$ cat config.mk
export PLATFORM = sky130hd
export DESIGN_NAME = agc_shift_ctrl
export DESIGN_NICKNAME = d
export VERILOG_FILES = /design/src/rtl/agc_shift_ctrl.sv
export SDC_FILE = /design/constraint.sdc
export NUM_CORES = 2
export LEC_CHECK = 0
export CAP_MARGIN = 10
export CORE_ASPECT_RATIO = 1.1
export CORE_UTILIZATION = 50
export CTS_CLUSTER_SIZE = 40
export DETAILED_ROUTE_END_ITERATION = 10
export GPL_TIMING_DRIVEN = 0
export PLACE_DENSITY = 0.71
export SYNTH_ARGS = -nofsm -noshare
export SYNTH_HDL_FRONTEND = slang
export SYNTH_SLANG_ARGS = --single-unit
$ cat constraint.sdc
create_clock -name aclk -period 5.9 [get_ports aclk]
set_clock_uncertainty 0.1 [all_clocks]
set_input_delay 1.18 -clock aclk [delete_from_list [all_inputs] [get_ports aclk]]
set_output_delay 1.18 -clock aclk [all_outputs]
set_load 0.05 [all_outputs]
$ cat src/rtl/agc_shift_ctrl.sv
// agc_shift_ctrl: per-channel arithmetic right shift with saturation and hysteresis-driven
// gain adaptation for a TDM sample stream (auto / freeze / manual modes).
module agc_shift_ctrl #(
  parameter int NUM_CHANS  = 13,
  parameter int IN_WIDTH   = 48,
  parameter int OUT_WIDTH  = 16,
  parameter int CHAN_W     = 8,
  parameter int SHIFT_W    = 5,
  parameter int INIT_SHIFT = 0
) (
  input  logic                        aclk,
  input  logic                        areset,
  input  logic [1:0]                  mode,
  input  logic [SHIFT_W-1:0]          man_shift,
  input  logic [31:0]                 low_hold,
  input  logic [15:0]                 high_limit,
  input  logic [31:0]                 window_len,
  input  logic                        s_tvalid,
  input  logic signed [IN_WIDTH-1:0]  s_tdata,
  input  logic [CHAN_W-1:0]           s_tuser,
  output logic                        m_tvalid,
  output logic signed [OUT_WIDTH-1:0] m_tdata,
  output logic [CHAN_W-1:0]           m_tuser,
  output logic [NUM_CHANS*8-1:0]      shifts,
  output logic [NUM_CHANS-1:0]        sat_flags
);
  localparam logic signed [IN_WIDTH-1:0] SAT_HI = {{(IN_WIDTH-OUT_WIDTH+1){1'b0}}, {(OUT_WIDTH-1){1'b1}}};
  localparam logic signed [IN_WIDTH-1:0] SAT_LO = ~SAT_HI;
  localparam logic signed [IN_WIDTH-1:0] LO_POS = {{(IN_WIDTH-OUT_WIDTH+2){1'b0}}, {(OUT_WIDTH-2){1'b1}}};
  localparam logic signed [IN_WIDTH-1:0] LO_NEG = ~LO_POS;
  logic                       v1;
  logic signed [IN_WIDTH-1:0] x1;
  logic [CHAN_W-1:0]          c1;
  logic [SHIFT_W-1:0]         shift_r [NUM_CHANS];
  logic [SHIFT_W-1:0]         shift_nx [NUM_CHANS];
  logic [31:0]                low_r [NUM_CHANS];
  logic [31:0]                low_nx [NUM_CHANS];
  logic [15:0]                high_r [NUM_CHANS];
  logic [15:0]                high_nx [NUM_CHANS];
  logic [NUM_CHANS-1:0]       sat_nx, hit;
  logic [SHIFT_W-1:0]         cur_shift;
  logic [31:0]                wcnt;
  logic [16:0]                hl_eff;
  logic                       wrap, lo, hi, in_ok, manual, freeze;
  assign in_ok  = 32'(s_tuser) < NUM_CHANS;
  assign lo     = (x1 <= LO_POS) && (x1 > LO_NEG);
  assign hi     = (x1 > SAT_HI) || (x1 < SAT_LO);
  assign wrap   = (window_len != 32'd0) && (wcnt == window_len - 32'd1);
  assign hl_eff = high_limit == 16'd0 ? 17'd1 : 17'(high_limit);
  assign manual = mode == 2'b10;
  assign freeze = mode[0];
  always_comb begin
    cur_shift = '0;
    for (int c = 0; c < NUM_CHANS; c++) cur_shift = s_tuser == CHAN_W'(c) ? shift_r[c] : cur_shift;
  end
  always_comb begin
    for (int c = 0; c < NUM_CHANS; c++) begin
      hit[c]      = v1 && c1 == CHAN_W'(c);
      shift_nx[c] = shift_r[c];
      low_nx[c]   = low_r[c];
      high_nx[c]  = high_r[c];
      sat_nx[c]   = sat_flags[c] | (hit[c] & hi);
      if (manual) begin
        shift_nx[c] = man_shift;
        low_nx[c]   = '0;
        high_nx[c]  = '0;
      end else if (freeze) begin
        low_nx[c]  = '0;
        high_nx[c] = '0;
      end else if (hit[c]) begin
        low_nx[c] = lo ? low_r[c] + 32'd1 : '0;
        if (lo && low_hold != 32'd0 && 33'(low_r[c]) + 33'd1 >= 33'(low_hold)) begin
          shift_nx[c] = shift_r[c] == '0 ? shift_r[c] : shift_r[c] - 1'b1;
          low_nx[c]   = '0;
        end
        if (hi && 17'(high_r[c]) + 17'd1 >= hl_eff) begin
          shift_nx[c] = &shift_r[c] ? shift_r[c] : shift_r[c] + 1'b1;
          high_nx[c]  = '0;
          low_nx[c]   = '0;
        end else if (hi) begin
          high_nx[c] = high_r[c] + 16'd1;
        end
      end
      // window wrap wins over a same-cycle count/flag update, but not over a shift step
      high_nx[c] = wrap ? '0 : high_nx[c];
      sat_nx[c]  = wrap ? 1'b0 : sat_nx[c];
    end
  end
  always_comb begin
    shifts = '0;
    for (int c = 0; c < NUM_CHANS; c++) shifts[8*c +: 8] = 8'(shift_r[c]);
  end
  always_ff @(posedge aclk) begin
    if (areset) begin
      for (int c = 0; c < NUM_CHANS; c++) begin
        shift_r[c] <= SHIFT_W'(INIT_SHIFT);
        low_r[c]   <= '0;
        high_r[c]  <= '0;
      end
      sat_flags <= '0;
    end else begin
      for (int c = 0; c < NUM_CHANS; c++) begin
        shift_r[c] <= shift_nx[c];
        low_r[c]   <= low_nx[c];
        high_r[c]  <= high_nx[c];
      end
      sat_flags <= sat_nx;
    end
  end
  always_ff @(posedge aclk) begin
    if (areset) begin
      v1       <= 1'b0;
      x1       <= '0;
      c1       <= '0;
      m_tvalid <= 1'b0;
      m_tdata  <= '0;
      m_tuser  <= '0;
      wcnt     <= '0;
    end else begin
      v1       <= s_tvalid && in_ok;
      x1       <= s_tdata >>> cur_shift;
      c1       <= s_tuser;
      m_tvalid <= v1;
      m_tdata  <= hi ? (x1[IN_WIDTH-1] ? SAT_LO[OUT_WIDTH-1:0] : SAT_HI[OUT_WIDTH-1:0]) : x1[OUT_WIDTH-1:0];
      m_tuser  <= c1;
      wcnt     <= wrap ? '0 : wcnt + 32'd1;
    end
  end
endmodule
After elaboration in Yosys (flattened, before gate mapping)

Memory sizes are Yosys's and may differ from the RTL's.
Cells that the tools add are included.

Flip-flop bits (word level): 127
RAM bits: 689
Bits of input ports: 146
Output and inout port bits: 142
Logic and storage cells: 595
Memories: 3

Add/subtract/negate cells: 80
Magnitude comparators: 31
Equal/unequal tests: 26
Shift-type cells: 1
Mux-type cells: 305
Bitwise logic cells: 65
Reductions and logical operators: 76

Memories:

| name    | depth | bits a word | rd ports | clocked after Yosys merged registers in | wr ports | line | source |
|---|---|---|---|---|---|---|---|
| low_r   | 13    | 32          | 13       | 0                                       | 13       | 36   | `logic [31:0] low_r [NUM_CHANS];` |
| high_r  | 13    | 16          | 13       | 0                                       | 13       | 38   | `logic [15:0] high_r [NUM_CHANS];` |
| shift_r | 13    | 5           | 13       | 0                                       | 13       | 34   | `logic [SHIFT_W-1:0] shift_r [NUM_CHANS];` |

Operators with widths:

| cell                  | number |
|---|---|
| $mux 32               | 91 |
| $mux 16               | 94 |
| $mux 5                | 117 |
| $add 32x1->32 const B | 14 |
| $add 32x1->33 const B | 13 |
| $ge 33x32->1          | 13 |
| $add 16x1->17 const B | 13 |
| $ge 17x16->1          | 13 |
| $add 16x1->16 const B | 13 |
| $eq 8x4->1 const B    | 10 |
| $add 5x1->5 const B   | 13 |
| $logic_not 5->1       | 13 |
| $reduce_and 5->1      | 13 |
| $sub 5x1->5 const B   | 13 |
| $eq 8x3->1 const B    | 8 |
| $reduce_bool 32->1    | 2 |
| $or 1x1->1            | 52 |
| $gt 48x15->1 const B  | 1 |
| $gt 48x16->1 const B  | 1 |
| $le 48x15->1 const B  | 1 |
| $lt 48x16->1 const B  | 1 |
| $sshr 48x5->48        | 1 |
| $logic_and 1x1->1     | 43 |
| $eq 32x32->1          | 1 |
| other kinds (11)      | 30 |

Depth between registers and ports, before layout

Word-level depth: 15
Depth in mapped cells: 25
Mapped depth without buffers: 22

Worst setup path before layout

No wires, ideal clock.

Path type: input -> register
From: input port high_limit[5]
To: memory shift_r[5][4], in the netlist shift_r[0][29]
Library setup time: 0.074 ns
Arrival: 6.039 ns
Data required time: 5.726 ns
Slack: -0.313 ns
Stages on the path: 23
Path buffers: 5
Cells stage by stage: buf_2 > buf_2 > buf_2 > buf_1 > nor4_1 > a41o_1 > ha_1 > nand2b_1 > a31oi_1 > o211ai_1 > a221oi_1 > nor3_1 > o21ai_1 > clkbuf_1 > nand2_1 > fa_1 > a21o_1 > a21oi_1 > nor3_1 > a2111oi_0 > o211a_1 > o21ai_0 > a31oi_1

RTL lines:

| item               | line | source |
|---|---|---|
| start: declaration | 16   | `input logic [15:0] high_limit,` |
| end: declaration   | 34   |  |

==> flow_metrics.tcl <==
set metrics [dict create \
    swShare_pct 27.5 \
    pwr-share-comb_pct 12.0 \
    final_nets 8941 \
    synth_edf_count 0 \
    status "finished, final reports clean" \
    use_met1_pct 43.4 \
    numCtsBuffers 97 \
    fin_cells 9841 \
    synth_ff_type "dfxtp_1" \
    cp.required_ns 6.43 \
    rrSetupSlack_ns 0.15 \
    drc 0 \
    io_pins 288 \
    vias_per_cell 6.33 \
    die_y_um 371 \
    ff_latch_area_um2 16300 \
    p_seq_share_pct 41.2 \
    avgSynthCellArea_um2 8.06 \
    dp_cells 9631 \
    cts.sinks 816 \
    ant_nets 0 \
    cp-startpoint "high_limit[1]" \
    cts.htree.levels 3 \
    synth-warning-count 0 \
    timing.fmax_mhz 173 \
    num_vias 62300 \
    final_common_cell "dfxtp_1" \
    use_met3_pct 6.56 \
    multi_input_area_um2 43800 \
    total_leakage_power_nw 29.1 \
    busiest_layer "met2" \
    maxSlewHeadroom_pct 5.67 \
    crit_path_max_fanout 10 \
    async_reset_ff_share_pct 0 \
    first_pass_iters 6 \
    grt_pass1_wl_mm 334 \
    fin_crit_sh_pct 97.8 \
    irDropWorstVdd_v 0.000220 \
    grt_pass1_vias 57300 \
    cts-root-buf "clkbuf_16" \
    critical_path.endpoint "shift_r[1][19]" \
    critPathKind "in2reg" \
    hold_viol 0 \
    pwr_density_cell_nw_per_um2 194 \
    gp_congestion 0.976 \
    cp.arrival_ns 6.30 \
    r2r_start "high_r[1][32]" \
    use_met2_pct 54.3 \
    rows 135 \
    die_area_um2 125000 \
    wl_per_cell_um 22.8 \
    placed_area_um2 67200 \
    whs_ns 0.346 \
    netlist_area_um2 61900 \
    grt_usage_pct 34.4 \
    path_clk_slew_ns 0.06 \
    finalSetupViolations 0 \
    p_total_mw 13.8 \
    worstSkewPairLatency_ns 0.72 \
    drt_iter0_markers 6364 \
    layout_common_cells "816 x dfxtp_1, 745 x nor2_1, 665 x ha_1, 655 x nand2_1, 595 x a21oi_1" \
    endpoint_kind "register" \
    hp-class "reg2reg" \
    layout-area-overhead-vs-synth_pct 15.0 \
    die_w_um 337 \
    fillers 11100 \
    coreArea_um2 123000 \
    cts_tree "built" \
    port-buffer-count 243 \
    antenna_found_initial 9 \
    yosysUniqueCellTypes 103 \
    start_util_pct 50.3 \
    r2r_end "low_r[1][94]" \
    worst_pin_slew_ns 1.41 \
    yosysSeqAreaShare_pct 26.4 \
    internal-power_mw 9.99 \
    cts_buffer_depth 3 \
    clockPowerShare_pct 46.8 \
    drv_slew 0 \
    cp-start-kind "primary input" \
    syn_inst 7680 \
    p_switching_mw 3.80 \
    postRouteWirelength_mm 224 \
    period_needed_ns 5.77 \
    final_area_um2 71200 \
    drive_gt1_share_pct 5.85 \
    drv_cap 0 \
    r2r_cells 17 \
    ys_ff_latch 816 \
    grt_start_max_net_pins 15 \
    grt-ovfl-total 0 \
    hpwl_mm 163 \
]
[Yosys cell counts, types with 81 or more instances]
master / number / area (µm²)
and3_1: 203 / 1270
a21oi_1: 599 / 3000
ha_1: 665 / 8320
clkbuf_1: 255 / 957
mux2i_1: 225 / 2250
a22oi_1: 240 / 1800
xnor2_1: 444 / 3890
nor2_1: 749 / 2810
nand3_1: 481 / 2410
nand2_1: 656 / 2460
dfxtp_1: 816 / 16300
o21ai_0: 273 / 1370
nor3_1: 134 / 671
a21o_1: 130 / 976
nor2b_1: 81 / 507
xor2_1: 242 / 2120
nor4_1: 81 / 507
nand4_1: 185 / 1160
inv_1: 138 / 518
[area by class of cell]
class                           instances  share of cell area (%)
Sequential cell                       816                    23.0
Tap cell                             1644                    2.89
Clock buffer                          129                    3.96
Timing Repair Buffer                  302                    4.68
Clock inverter                         44                   0.751
Buffer                                376                    2.44
Multi-Input combinational cell       6385                    61.5
Antenna cell                            6                  0.0211
Inverter                              139                   0.754
[metal layers]
metal  part of all wire, %  wire length (µm)
met3                   9.5             21300
met2                    44             99200
met4                   6.0             13500
met1                    40             89900
met5                 0.014                31
[repair_timing]
item                                    4_1_cts  5_1_grt
buffers inserted                              3       28
hold buffers                                  0        0
resized for setup                            27       72
pin swaps                                     3        4
endpoints found under the setup margin      182      325
[critical path: stages]
cell and delay, ns:
clkdlybuf4s50_1 0.50, nor4_2 0.64, a41o_4 0.49, ha_1 0.17
nand2b_1 0.09, a21oi_1 0.08, a21oi_1 0.16, o221a_2 0.21
o221ai_1 0.26, a21oi_2 0.70, inv_1 0.25, fa_1 0.48
a21o_1 0.21, a21oi_1 0.19, xnor2_1 0.10, or4_1 0.42
a31oi_1 0.16
[registers in the layout (all words and copies together) (netlist names), 13 cells and up]
register and cells:
high_r 208, m_tdata 16, wcnt 32, x1 48
sat_flags 13, low_r 416, shift_r 65
[logic make-up (layout without fill, tap and decap cells)]
group / Yosys count / count (layout) / share of synthesized area, %
other cells: 1 / 45 / 0.00606
xor+xnor: 693 / 693 / 9.96
fa+ha+maj: 680 / 680 / 13.9
flops: 816 / 816 / 26.4
simple gates: 2982 / 2982 / 24.0
mux: 243 / 243 / 4.09
compound gates: 1748 / 1748 / 18.1
buf+inv: 517 / 990 / 3.59
[per-stage QoR]
stage | setup TNS (ns) | worst slack, ns | util [%]
5_1_grt | -0.00505 | -0.00352 | 57.9
3_3_place_gp | -299.24 | -2.35 | 54.1
2_1_floorplan | 0 | 0.0643 | -
4_1_cts | 0 | 0.0398 | 57.5
6_report | 0 | 0.129 | 57.9
3_5_place_dp | -200.90 | -2.40 | 54.6
[worst min path at each step]
stage | slack (ns) | cells past startpoint | startpoint | end
finish | 0.35 | 2 | sat_flags[2] | sat_flags[2]
global route | 0.38 | 2 | low_r[0][202] | low_r[0][202]
CTS | 0.35 | 2 | sat_flags[2] | sat_flags[2]
detailed placement | 0.34 | 2 | sat_flags[2] | sat_flags[2]
global placement | 0.33 | 2 | sat_flags[3] | sat_flags[3]
floorplan | 0.33 | 2 | low_r[0][202] | low_r[0][202]
[power groups by stage]
stage	combinational (mW)	sequential (mW)	clock (mW)
6_report	1.65	5.68	6.45
5_1_grt	1.73	5.68	6.72
4_1_cts	1.59	5.68	6.49
3_5_place_dp	1.58	5.80	0
3_3_place_gp	1.50	5.79	0
2_1_floorplan	0.787	5.89	0
Note: power is estimated with default switching activity, not from simulation.
